## src/rtl/uart_rx_ctrl.sv

```systemverilog
// UART receive controller: baud tick generator, line synchronizer,
// FWFT word FIFO with overflow flag, and line-break detector.
module uart_rx_ctrl #(
    parameter int DBIT      = 8,
    parameter int DVSR_W    = 11,
    parameter int FIFO_AW   = 2,
    parameter int BRK_TICKS = 160
) (
    input  logic                clk,
    input  logic                reset,
    input  logic                en,
    input  logic [DVSR_W-1:0]   dvsr,
    input  logic                rx_in,
    output logic                rx_sync,
    output logic                s_tick,
    input  logic                rx_done_tick,
    input  logic [DBIT-1:0]     rx_data,
    output logic [DBIT-1:0]     rd_data,
    output logic                rd_valid,
    input  logic                rd_ready,
    output logic [FIFO_AW:0]    fifo_cnt,
    output logic                overflow,
    input  logic                clr_ovf,
    output logic                break_det
);

    localparam int DEPTH = 2 ** FIFO_AW;
    localparam int BW    = $clog2(BRK_TICKS);
    localparam logic [BW-1:0]    BRK_LAST = BW'(BRK_TICKS - 1);
    localparam logic [FIFO_AW:0] FULL_CNT = (FIFO_AW + 1)'(DEPTH);

    localparam logic [1:0] ST_IDLE  = 2'd0;
    localparam logic [1:0] ST_LOW   = 2'd1;
    localparam logic [1:0] ST_BREAK = 2'd2;

    logic               r_sync1;
    logic               r_sync2;
    logic [DVSR_W-1:0]  r_baud_cnt;
    logic               r_tick;
    logic [DBIT-1:0]    r_mem [DEPTH];
    logic [FIFO_AW-1:0] r_wptr;
    logic [FIFO_AW-1:0] r_rptr;
    logic [FIFO_AW:0]   r_cnt;
    logic               r_ovf;
    logic [1:0]         r_state;
    logic [BW-1:0]      r_brk_cnt;

    logic               w_full;
    logic               w_empty;
    logic               w_push_req;
    logic               w_pop;
    logic               w_push;
    logic               w_drop;
    logic [BW-1:0]      w_brk_nxt;

    // Reset to idle-high so the detector never sees a false start bit
    always_ff @(posedge clk) begin
        if (!reset) begin
            r_sync1 <= 1'b1;
            r_sync2 <= 1'b1;
        end else begin
            r_sync1 <= rx_in;
            r_sync2 <= r_sync1;
        end
    end

    // >= lets a mid-count divisor decrease wrap at once
    always_ff @(posedge clk) begin
        if (!reset || !en) begin
            r_baud_cnt <= '0;
            r_tick     <= 1'b0;
        end else if (r_baud_cnt >= dvsr) begin
            r_baud_cnt <= '0;
            r_tick     <= 1'b1;
        end else begin
            r_baud_cnt <= r_baud_cnt + DVSR_W'(1);
            r_tick     <= 1'b0;
        end
    end

    assign w_full     = (r_cnt == FULL_CNT);
    assign w_empty    = (r_cnt == '0);
    assign w_push_req = rx_done_tick & en;
    assign w_pop      = rd_ready & ~w_empty;
    assign w_push     = w_push_req & (~w_full | w_pop);
    assign w_drop     = w_push_req & w_full & ~w_pop;

    always_ff @(posedge clk) begin
        if (reset && w_push) begin
            r_mem[r_wptr] <= rx_data;
        end
    end

    always_ff @(posedge clk) begin
        if (!reset) begin
            r_wptr <= '0;
            r_rptr <= '0;
            r_cnt  <= '0;
        end else begin
            if (w_push) begin
                r_wptr <= r_wptr + FIFO_AW'(1);
            end
            if (w_pop) begin
                r_rptr <= r_rptr + FIFO_AW'(1);
            end
            if (w_push && !w_pop) begin
                r_cnt <= r_cnt + (FIFO_AW + 1)'(1);
            end else if (w_pop && !w_push) begin
                r_cnt <= r_cnt - (FIFO_AW + 1)'(1);
            end
        end
    end

    always_ff @(posedge clk) begin
        if (!reset) begin
            r_ovf <= 1'b0;
        end else if (w_drop) begin
            r_ovf <= 1'b1;
        end else if (clr_ovf) begin
            r_ovf <= 1'b0;
        end
    end

    assign w_brk_nxt = r_brk_cnt + BW'(1);

    always_ff @(posedge clk) begin
        if (!reset || !en) begin
            r_state   <= ST_IDLE;
            r_brk_cnt <= '0;
        end else begin
            case (r_state)
                ST_IDLE: begin
                    if (r_tick && !r_sync2) begin
                        r_state   <= ST_LOW;
                        r_brk_cnt <= '0;
                    end
                end
                ST_LOW: begin
                    if (r_sync2) begin
                        r_state <= ST_IDLE;
                    end else if (r_tick) begin
                        r_brk_cnt <= w_brk_nxt;
                        if (w_brk_nxt == BRK_LAST) begin
                            r_state <= ST_BREAK;
                        end
                    end
                end
                ST_BREAK: begin
                    if (r_sync2) begin
                        r_state <= ST_IDLE;
                    end
                end
                default: r_state <= ST_IDLE;
            endcase
        end
    end

    assign rx_sync   = r_sync2;
    assign s_tick    = r_tick;
    assign rd_valid  = ~w_empty;
    assign rd_data   = w_empty ? '0 : r_mem[r_rptr];
    assign fifo_cnt  = r_cnt;
    assign overflow  = r_ovf;
    assign break_det = (r_state == ST_BREAK);

endmodule

```

## config.mk

```make
export PLATFORM = sky130hd
export DESIGN_NAME = uart_rx_ctrl
export DESIGN_NICKNAME = d
export VERILOG_FILES = /design/src/rtl/uart_rx_ctrl.sv
export SDC_FILE = /design/constraint.sdc
export NUM_CORES = 1
export LEC_CHECK = 0
export CORE_ASPECT_RATIO = 1.25
export CORE_MARGIN = 10
export CORE_UTILIZATION = 45
export CTS_CLUSTER_DIAMETER = 40
export CTS_CLUSTER_SIZE = 30
export DETAILED_ROUTE_END_ITERATION = 10
export PLACE_DENSITY = 0.67
export SLEW_MARGIN = 10
export SYNTH_ARGS = -nofsm -noshare
export SYNTH_HDL_FRONTEND = slang
export SYNTH_SLANG_ARGS = --single-unit
```

## constraint.sdc

```tcl
create_clock -name clk -period 3.7 [get_ports clk]
set_input_delay 0.74 -clock clk [delete_from_list [all_inputs] [get_ports clk]]
set_output_delay 0.74 -clock clk [all_outputs]
set_load 0.005 [all_outputs]
```

==> out/qor.yml, run 1 <==
run_status:
  status: "completed"
clock_tree:
  clock_latency_ps: 340
  cts_sinks: 66
  cts_tree: "built"
  clk_pin_slew_ps: 70
  cts_resized: 0
  clockBufferDepth: 2
  cts_root_buf: "clkbuf_8"
  post_cts_buffers: 0
  cts_made_buffers: 9
  h-tree-depth: 3
  holdBufCountCts: 0
power:
  p_int_mw: 1.34
  p_leak_nw: 1.38
  switchingPower_mw: 0.423
  powerDensity_nw_per_um2: 462
  clock_power_share_pct: 33.5
  seq_power_share_pct: 47.5
  comb_power_share_pct: 19.0
  switching_share_pct: 24.0
  ir_drop_v: 0.000198
layout:
  nFillCells: 595
  layout-drive-gt1-share_pct: 8.60
  area_growth_pct: 21.7
  final_common_cell: "clkdlybuf4s50_1"
  fin_nets: 355
  antenna_cells: 0
  mostFrequentLayoutCells: "clkdlybuf4s50_1, dfxtp_1, edfxtp_1, ha_1, inv_1"
yosys:
  muxShareOfSynthArea_pct: 6.37
  synth_simple_gate_area_share_pct: 15.4
  synth.area.top_cells: "edfxtp_1, dfxtp_1, ha_1"
  synth_cells: 266
  yosysTopAreaCell: "edfxtp_1"
  synth_flop_cell: "dfxtp_1"
  syn_avg_cell_area_sq_um: 11.8
  async_flop_share_pct: 0
  syn_area_sq_um: 3140
  synth_nets: 312
  synth_edf_count: 32
  synth_cell_types: 46
  synth_top_family_by_area: "simple AND/OR/NAND/NOR gates"
  synth_top_area_share_pct: 30.6
  yosys.area_share.xor_xnor_pct: 4.46
  seq_area_frac_synth_pct: 52.2
  synthAdderAreaFrac_pct: 8.20
  synth_compound_area_share_pct: 9.63
  synth_warnings: 0
  ys_seq_elements: 66
timing:
  fmax_ghz: 0.341
  fin_setup_tns_ps: 0
  rsz0062_at_grt: "no"
  tightest_slew_ps: 554
  fin_skew_ps: 8.48
  setup_viol: 0
  fin_crit_sh_pct: 79.2
  slew_headroom_pct: 63.0
  hold_viol_final: 0
  maxSlewViolCount: 0
  holdWs_ps: 413
  finalCriticalPeriod_ps: 2930
detailed_routing:
  drc: 0
  wl_um: 6080
  wl_per_cell_um: 15.1
  via_per_inst: 5.20
  via_count: 2099
  final_antenna_net_count: 0
  dr.pass1.iters: 4
  drtIter0Drc: 102
min_path:
  min_path_type: "reg -> reg"
  worstHoldEndpoint: "rx_sync$_SDFF_PN1_"
  worstHoldPathCells: 1
  hp-start: "r_sync1$_SDFF_PN1_"
worst_setup_path:
  cp_slowest_cell: "dfxtp_1"
  r2r_start: "fifo_cnt[0]$_SDFFE_PN0P_"
  cpPeakStageDelay_ps: 670
  worst_ep_required_time_ps: 2960
  end_kind: "output port"
  path_max_fanout: 8
  worstSetupStartpointType: "register"
  rrSetupSlack_ps: 1330
  worst_r2r_path_depth: 8
  crit_family: "flip-flops"
  reg2reg_to: "fifo_cnt[2]$_SDFFE_PN0P_"
  path_class: "reg -> out"
  cp_cell_sequence: "mux4_2 > and2_1 > clkdlybuf4s50_1"
  cp.arrival_ps: 2190
  critPathBufInv: 1
floorplan:
  die-area_sq_um: 10800
  die_y_um: 113
  ios: 42
  die_w_um: 94.8
  initial_core_util_pct: 45.6
  core_sq_um: 6890
  fp-row-count: 34
global_route:
  grt_usage_pct: 12.1
  antenna_found_initial: 0
  grt_start_max_net_pins: 18
  grt_pass1_vias: 2192
  grt_pass1_wl_um: 10300
  overflow: 0
job:
  drv_cap: 0
placed_design:
  io_buffers: 41
  dpl.hpwl_um: 4500
  routabilityCongestion: 0.835
-- power groups by stage --
stage          combinational, mW  clock, mW  sequential (mW)
2_1_floorplan              0.193          0            0.833
3_3_place_gp               0.337          0            0.858
3_5_place_dp               0.345          0            0.858
4_1_cts                    0.345      0.610            0.842
5_1_grt                    0.376      0.642            0.847
6_report                   0.336      0.592            0.840
-- synth_stat cells, drive strengths merged, types with 3 or more instances --
cell type,count
nand3,6
inv,17
o21a,3
o21ai,7
clkbuf,7
mux4,8
nor2b,3
xnor2,9
nand4,6
buf,4
a211oi,11
xor2,7
nor3,6
and3,7
nand2b,5
edfxtp,32
a21oi,10
nor2,12
dfxtp,34
nand2,10
ha,19
and2,13
-- worst reg2reg max path: stages, from the launching register on --
cell      delay [ps]
dfxtp_1          370
or3_1            530
nand2_1          180
ha_1             190
inv_1             60
fa_1             370
xor2_1           150
or3_1            300
a21boi_0         150
-- layer usage --
metal | part of all wire (%) | wire [um] | up-vias | track usage, %
met1 | 44 | 2670 | 981 | 13.7
li1 | - | - | 1062 | -
met4 | 2.2 | 131 | 0 | 5.40
met5 | 0 | 0 | - | 0
met2 | 48 | 2940 | 43 | 20.0
met3 | 5.6 | 338 | 13 | 4.21
-- cells by family (layout without fill, tap and decap cells) --
| group | count (synthesis) | count (layout) |
|---|---|---|
| buffers and inverters | 28 | 76 |
| AND/OR/NAND/NOR | 81 | 81 |
| flip-flops | 66 | 66 |
| XOR/XNOR | 16 | 16 |
| adder cells (fa/ha/maj) | 20 | 20 |
| multiplexers | 10 | 10 |
| AO/OA/AOI/OAI | 45 | 45 |
-- final cells by class --
cell class / count / area [sq um] / share of cell area (%)
clock buffers: 12 / 145 / 3.79
clock inverters: 4 / 51.3 / 1.34
inverters: 17 / 63.8 / 1.67
multi-input cells: 172 / 1390 / 36.2
flip-flops and latches: 66 / 1640 / 42.9
well taps: 90 / 113 / 2.94
repair buffers: 43 / 425 / 11.1
-- registers in the layout, indices dropped and copies added (netlist names), named ones only --
| name | cells |
|---|---|
| rx_sync | 1 |
| r_brk_cnt | 8 |
| overflow | 1 |
| r_sync1 | 1 |
| r_wptr | 2 |
| s_tick | 1 |
| r_mem | 32 |
| r_state | 2 |
| r_rptr | 2 |
| r_baud_cnt | 11 |
| fifo_cnt | 3 |
-- stage by stage --
stage          std cells  power (mW)  utilization (%)  instance area, sq um  setup slack [ps]
3_3_place_gp         388        1.20             52.7                  3630               704
3_5_place_dp         388        1.20             52.7                  3630               599
6_report             404        1.77             55.5                  3830               768
2_1_floorplan        266        1.03                -                  3140              1340
4_1_cts              404        1.80             55.5                  3830               694
5_1_grt              404        1.86             55.5                  3830               589
-- worst max-delay path by stage --
stage | start | to | slack, ps | cells after the start
6_report | register | rd_data[5] | 770 | 3
5_1_grt | register | rd_data[5] | 590 | 3
4_1_cts | register | rd_data[5] | 690 | 3
3_5_place_dp | rd_ready | fifo_cnt[2]$_SDFFE_PN0P_ | 600 | 9
3_3_place_gp | rd_ready | fifo_cnt[2]$_SDFFE_PN0P_ | 700 | 9
2_1_floorplan | rd_ready | fifo_cnt[2]$_SDFFE_PN0P_ | 1340 | 8
No activity file was read; power rests on OpenSTA's default activity.
==> inputs of run 2 (changes only) <==
==> constraint.sdc (replaced) <==
create_clock -name clk -period 3 [get_ports clk]
set_input_delay 0.6 -clock clk [delete_from_list [all_inputs] [get_ports clk]]
set_output_delay 0.6 -clock clk [all_outputs]
set_load 0.005 [all_outputs]
==> out/qor.yml, run 2 (synthesis results as in run 1) <==
floorplan:
  core_sq_um: 6890  # unchanged
  fp-row-count: 34  # unchanged
  die-area_sq_um: 10800  # unchanged
  ios: 42  # unchanged
  die_y_um: 113  # unchanged
  initial_core_util_pct: 45.6  # unchanged
  die_w_um: 94.8  # unchanged
clock_tree:
  clk_pin_slew_ps: 70  # about the same
  cts_root_buf: "clkbuf_8"  # unchanged
  clockBufferDepth: 2  # unchanged
  cts_resized: 0  # unchanged
  post_cts_buffers: 0  # unchanged
  h-tree-depth: 3  # unchanged
  holdBufCountCts: 0  # unchanged
  cts_sinks: 66  # unchanged
  clock_latency_ps: 330  # was 340 ps
  cts_made_buffers: 9  # unchanged
  cts_tree: "built"  # unchanged
worst_setup_path:
  path_class: "reg -> out"  # unchanged
  cp.arrival_ps: 1980  # was 2190 ps
  path_max_fanout: 8  # unchanged
  worst_ep_required_time_ps: 2400  # was 2960 ps
  end_kind: "output port"  # unchanged
  worstSetupStartpointType: "register"  # unchanged
placed_design:
  io_buffers: 41  # unchanged
  routabilityCongestion: 0.789  # was 0.835
  dpl.hpwl_um: 4540  # was 4500 um
  dpl.cell_count: 392  # was 388
detailed_routing:
  wl_met3_um: 286  # was 338 um
  drc: 0  # unchanged
  via_count: 2122  # was 2,099
  highest_layer: "met4"  # unchanged
  via_per_inst: 5.20  # about the same
  drtIter0Drc: 81  # was 102
  final_antenna_net_count: 0  # unchanged
  wl_per_cell_um: 15.0  # was 15.1 um
  wl_met1_um: 2700  # was 2670 um
  wl_um: 6110  # was 6080 um
  wl_met2_um: 3040  # was 2940 um
  dr.pass1.iters: 4  # unchanged
global_route:
  grt_start_max_net_pins: 16  # was 18
  grt_pass1_wl_um: 10700  # was 10,300 um
  antenna_found_initial: 0  # unchanged
  overflow: 0  # unchanged
  grt_pass1_vias: 2262  # was 2,192
  grt_usage_pct: 12.3  # was 12.1%
layout:
  nFillCells: 619  # was 595
  antenna_cells: 0  # unchanged
  instances_no_fill: 408  # was 404
  mostFrequentLayoutCells: "clkdlybuf4s50_1, dfxtp_1, edfxtp_1, ha_1, inv_1"  # unchanged
  regMostFlops: "r_mem"  # unchanged
  layout-drive-gt1-share_pct: 10.4  # was 8.60%
  largest_reg_flops: 32  # unchanged
  final_common_cell: "clkdlybuf4s50_1"  # unchanged
  fin_nets: 359  # was 355
  area_growth_pct: 24.1  # was 21.7%
  largestRegisters: "r_mem (32), r_baud_cnt (11), r_brk_cnt (8)"  # unchanged
timing:
  rsz0062_at_grt: "no"  # unchanged
  fin_skew_ps: 10.2  # was 8.48 ps
  fin_setup_tns_ps: 0  # unchanged
  holdWs_ps: 414  # was 413 ps
  finalCriticalPeriod_ps: 2580
  slew_headroom_pct: 70.2  # was 63.0%
  maxSlewViolCount: 0  # unchanged
  setup_viol: 0  # unchanged
  fmax_ghz: 0.388
  fin_crit_sh_pct: 85.8
  hold_viol_final: 0  # unchanged
  tightest_slew_ps: 447  # was 554 ps
job:
  drv_cap: 0  # unchanged
min_path:
  min_path_type: "reg -> reg"  # unchanged
power:
  ir_drop_v: 0.000262  # was 0.000198 V
  powerDensity_nw_per_um2: 601  # was 462 nW/um^2
  total_power_mw: 2.34  # was 1.77 mW
  p_leak_nw: 1.42  # was 1.38 nW
run_status:
  status: "completed"  # unchanged
run 2: changes by cell type in the layout (fill, tap and decap cells not counted):
cell	previous run	this run
bufinv_16	1	3
clkinvlp_4	1	0
clkinv_4	1	2
clkbuf_8	10	9
buf_4	2	6
clkinv_2	1	2
clkbuf_1	2	0
run 2: report_power, final:
group | switching, mW | total [mW] | leakage [nW] | internal, mW
registers | 0.0379 | 1.02 | 0.565 | 0.983
logic | 0.166 | 0.442 | 0.736 | 0.276
clock network | 0.328 | 0.880 | 0.123 | 0.551
total | 0.532 | 2.34 | 1.42 | 1.81
run 2: layout make-up:
class                      count  area [sq um]  area share [%]
tap                           90           113            2.89
timing repair buffer          47           455            11.7
clock buffer                   9           124            3.18
clock inverter                 7           118            3.01
multi-input combinational    172          1390            35.5
inverter                      17          63.8            1.64
sequential                    66          1640            42.1
run 2: per-stage QoR:
step | area, sq um | setup slack [ps] | util, %
finish | 3900 | 425 | 56.6
CTS | 3900 | 388 | 56.6
global route | 3900 | 319 | 56.6
detailed placement | 3660 | 339 | 53.1
floorplan | 3140 | 777 | -
global placement | 3660 | 393 | 53.1
run 2: path summary, 6_finish.rpt:
kind	startpoint	endpoint	slack, ps	cells past startpoint
hold reg to reg	r_sync1$_SDFF_PN1_	rx_sync$_SDFF_PN1_	410	1
setup reg to reg	fifo_cnt[0]$_SDFFE_PN0P_	fifo_cnt[2]$_SDFFE_PN0P_	600	8
hold / removal	r_sync1$_SDFF_PN1_	rx_sync$_SDFF_PN1_	410	1
setup / recovery	register	rd_data[5]	420	4
run 2: routing by layer:
metal,up-vias,track usage (%)
met5,-,0
met4,0,6.00
met3,9,2.17
met2,42,20.8
met1,998,14.7
li1,1073,-
run 2: worst max-delay path: stages (launching register included):
cell,delay (ps)
dfxtp_1,310
buf_4,200
mux4_2,520
and2_1,160
clkdlybuf4s50_1,450
==> inputs of run 3 (changes only) <==
--- a/config.mk
+++ b/config.mk
@@ -6,12 +6,11 @@
 export NUM_CORES = 1
 export LEC_CHECK = 0
 export CORE_ASPECT_RATIO = 1.25
-export CORE_MARGIN = 10
-export CORE_UTILIZATION = 45
+export CORE_UTILIZATION = 35
 export CTS_CLUSTER_DIAMETER = 40
 export CTS_CLUSTER_SIZE = 30
 export DETAILED_ROUTE_END_ITERATION = 10
-export PLACE_DENSITY = 0.67
+export SKIP_LAST_GASP = 1
 export SLEW_MARGIN = 10
 export SYNTH_ARGS = -nofsm -noshare
 export SYNTH_HDL_FRONTEND = slang
==> out/qor.yml, run 3 (synthesis results as in run 1) <==
layout:
  fin_util_pct: 45.1  # was 56.6%
  fin_nets: 359  # unchanged
  mostFrequentLayoutCells: "clkdlybuf4s50_1, dfxtp_1, edfxtp_1, ha_1, inv_1"  # unchanged
  largest_reg_flops: 32  # unchanged
  largestRegisters: "r_mem (32), r_baud_cnt (11), r_brk_cnt (8)"  # unchanged
  final_common_cell: "clkdlybuf4s50_1"  # unchanged
  fin_area_sq_um: 3920  # was 3900 sq um
  antenna_cells: 0  # unchanged
  layout-drive-gt1-share_pct: 10.4  # unchanged
  area_growth_pct: 24.8  # was 24.1%
  regMostFlops: "r_mem"  # unchanged
detailed_routing:
  final_antenna_net_count: 0  # unchanged
  drtIter0Drc: 89  # was 81
  dr.pass1.iters: 4  # unchanged
  via_per_inst: 4.88  # was 5.20
  via_count: 2137  # was 2,122
  drc: 0  # unchanged
  wl_per_cell_um: 13.6  # was 15.0 um
  wl_um: 5980  # was 6110 um
global_route:
  grt_start_max_net_pins: 14  # was 16
  overflow: 0  # unchanged
  antenna_found_initial: 0  # unchanged
  grt_usage_pct: 14.4  # was 12.3%
  grt_pass1_wl_um: 10300  # was 10,700 um
  grt_pass1_vias: 2184  # was 2,262
floorplan:
  initial_core_util_pct: 36.1  # was 45.6%
  die_y_um: 108  # was 113 um
  ios: 42  # unchanged
  fp-row-count: 38  # was 34
  die_w_um: 86.8  # was 94.8 um
  die-area_sq_um: 9370  # was 10,800 sq um
  core_sq_um: 8700  # was 6890 sq um
clock_tree:
  holdBufCountCts: 0  # unchanged
  cts_sinks: 66  # unchanged
  clock_latency_ps: 330  # about the same
  cts_tree: "built"  # unchanged
  h-tree-depth: 3  # unchanged
  cts_resized: 0  # unchanged
  cts_made_buffers: 9  # unchanged
  clockBufferDepth: 2  # unchanged
  cts_root_buf: "clkbuf_8"  # unchanged
  post_cts_buffers: 0  # unchanged
  clk_pin_slew_ps: 80  # was 70 ps
placed_design:
  io_buffers: 41  # unchanged
  routabilityCongestion: 0.783  # was 0.789
  dpl.hpwl_um: 4270  # was 4540 um
  dpl_cell_area_sq_um: 3700  # was 3660 sq um
min_path:
  hp-start: "r_sync1$_SDFF_PN1_"  # unchanged
  min_path_type: "reg -> reg"  # unchanged
timing:
  fin_setup_tns_ps: 0  # unchanged
  setup_viol: 0  # unchanged
  finalCriticalPeriod_ps: 2760  # was 2580 ps
  slew_headroom_pct: 66.4  # was 70.2%
  maxSlewViolCount: 0  # unchanged
  tightest_slew_ps: 502  # was 447 ps
  fin_crit_sh_pct: 92.2  # was 85.8%
  fmax_ghz: 0.362  # was 0.388 GHz
  rsz0062_at_grt: "no"  # unchanged
  hold_viol_final: 0  # unchanged
  fin_skew_ps: 9.48  # was 10.2 ps
worst_setup_path:
  path_max_fanout: 5  # was 8
  path_class: "reg -> out"  # unchanged
  cp.arrival_ps: 2160  # was 1980 ps
  end_kind: "output port"  # unchanged
  worst_ep_required_time_ps: 2400  # about the same
  r2r_start: "fifo_cnt[0]$_SDFFE_PN0P_"  # unchanged
  worstSetupStartpointType: "register"  # unchanged
job:
  drv_cap: 0  # unchanged
power:
  p_leak_nw: 1.41  # was 1.42 nW
  ir_drop_v: 0.000216  # was 0.000262 V
  powerDensity_nw_per_um2: 583  # was 601 nW/um^2
run_status:
  status: "completed"  # unchanged
==> run 3: area by class of cell <==
type                            instances  area [sq um]
Tap cell                              120           150
Clock buffer                            9           124
Fill cell                             809          4780
Inverter                               17          63.8
Timing Repair Buffer                   47           455
Clock inverter                          7           103
Sequential cell                        66          1640
Multi-Input combinational cell        172          1390
==> run 3: path summary, 6_finish.rpt <==
kind / endpoint / cells after the start / slack (ps)
max: rd_data[7] / 4 / 240
min: rx_sync$_SDFF_PN1_ / 1 / 410
max reg2reg: fifo_cnt[2]$_SDFFE_PN0P_ / 8 / 620
min reg2reg: rx_sync$_SDFF_PN1_ / 1 / 410
==> run 3: per-stage QoR <==
stage / hold WS [ps] / total power [mW] / cells / setup slack [ps]
finish: 412 / 2.29 / 438 / 235
global route: 425 / 2.41 / 438 / 87.8
CTS: 415 / 2.32 / 438 / 179
detailed placement: 398 / 1.49 / 422 / 307
global placement: 391 / 1.48 / 422 / 343
floorplan: 386 / 1.27 / 266 / 777
==> run 3: power by group <==
group / switching [mW] / internal [mW]
registers: 0.0459 / 0.983
clock network: 0.357 / 0.475
logic: 0.153 / 0.275
total: 0.556 / 1.73
==> run 3: per-layer routing <==
metal / track usage (%) / up-vias / part of all wire [%] / routed length [um]
met5: 0 / - / 0 / 0
met4: 8.57 / 0 / 2.3 / 135
met3: 2.21 / 10 / 2.8 / 169
met2: 24.4 / 49 / 49 / 2920
met1: 17.3 / 1003 / 46 / 2750
li1: - / 1075 / - / -
==> run 3: critical path, cell delays in order, from the launching register on <==
cell             delay [ps]
dfxtp_1                 500
buf_4                   220
mux4_2                  500
and2_1                  170
clkdlybuf4s50_1         440
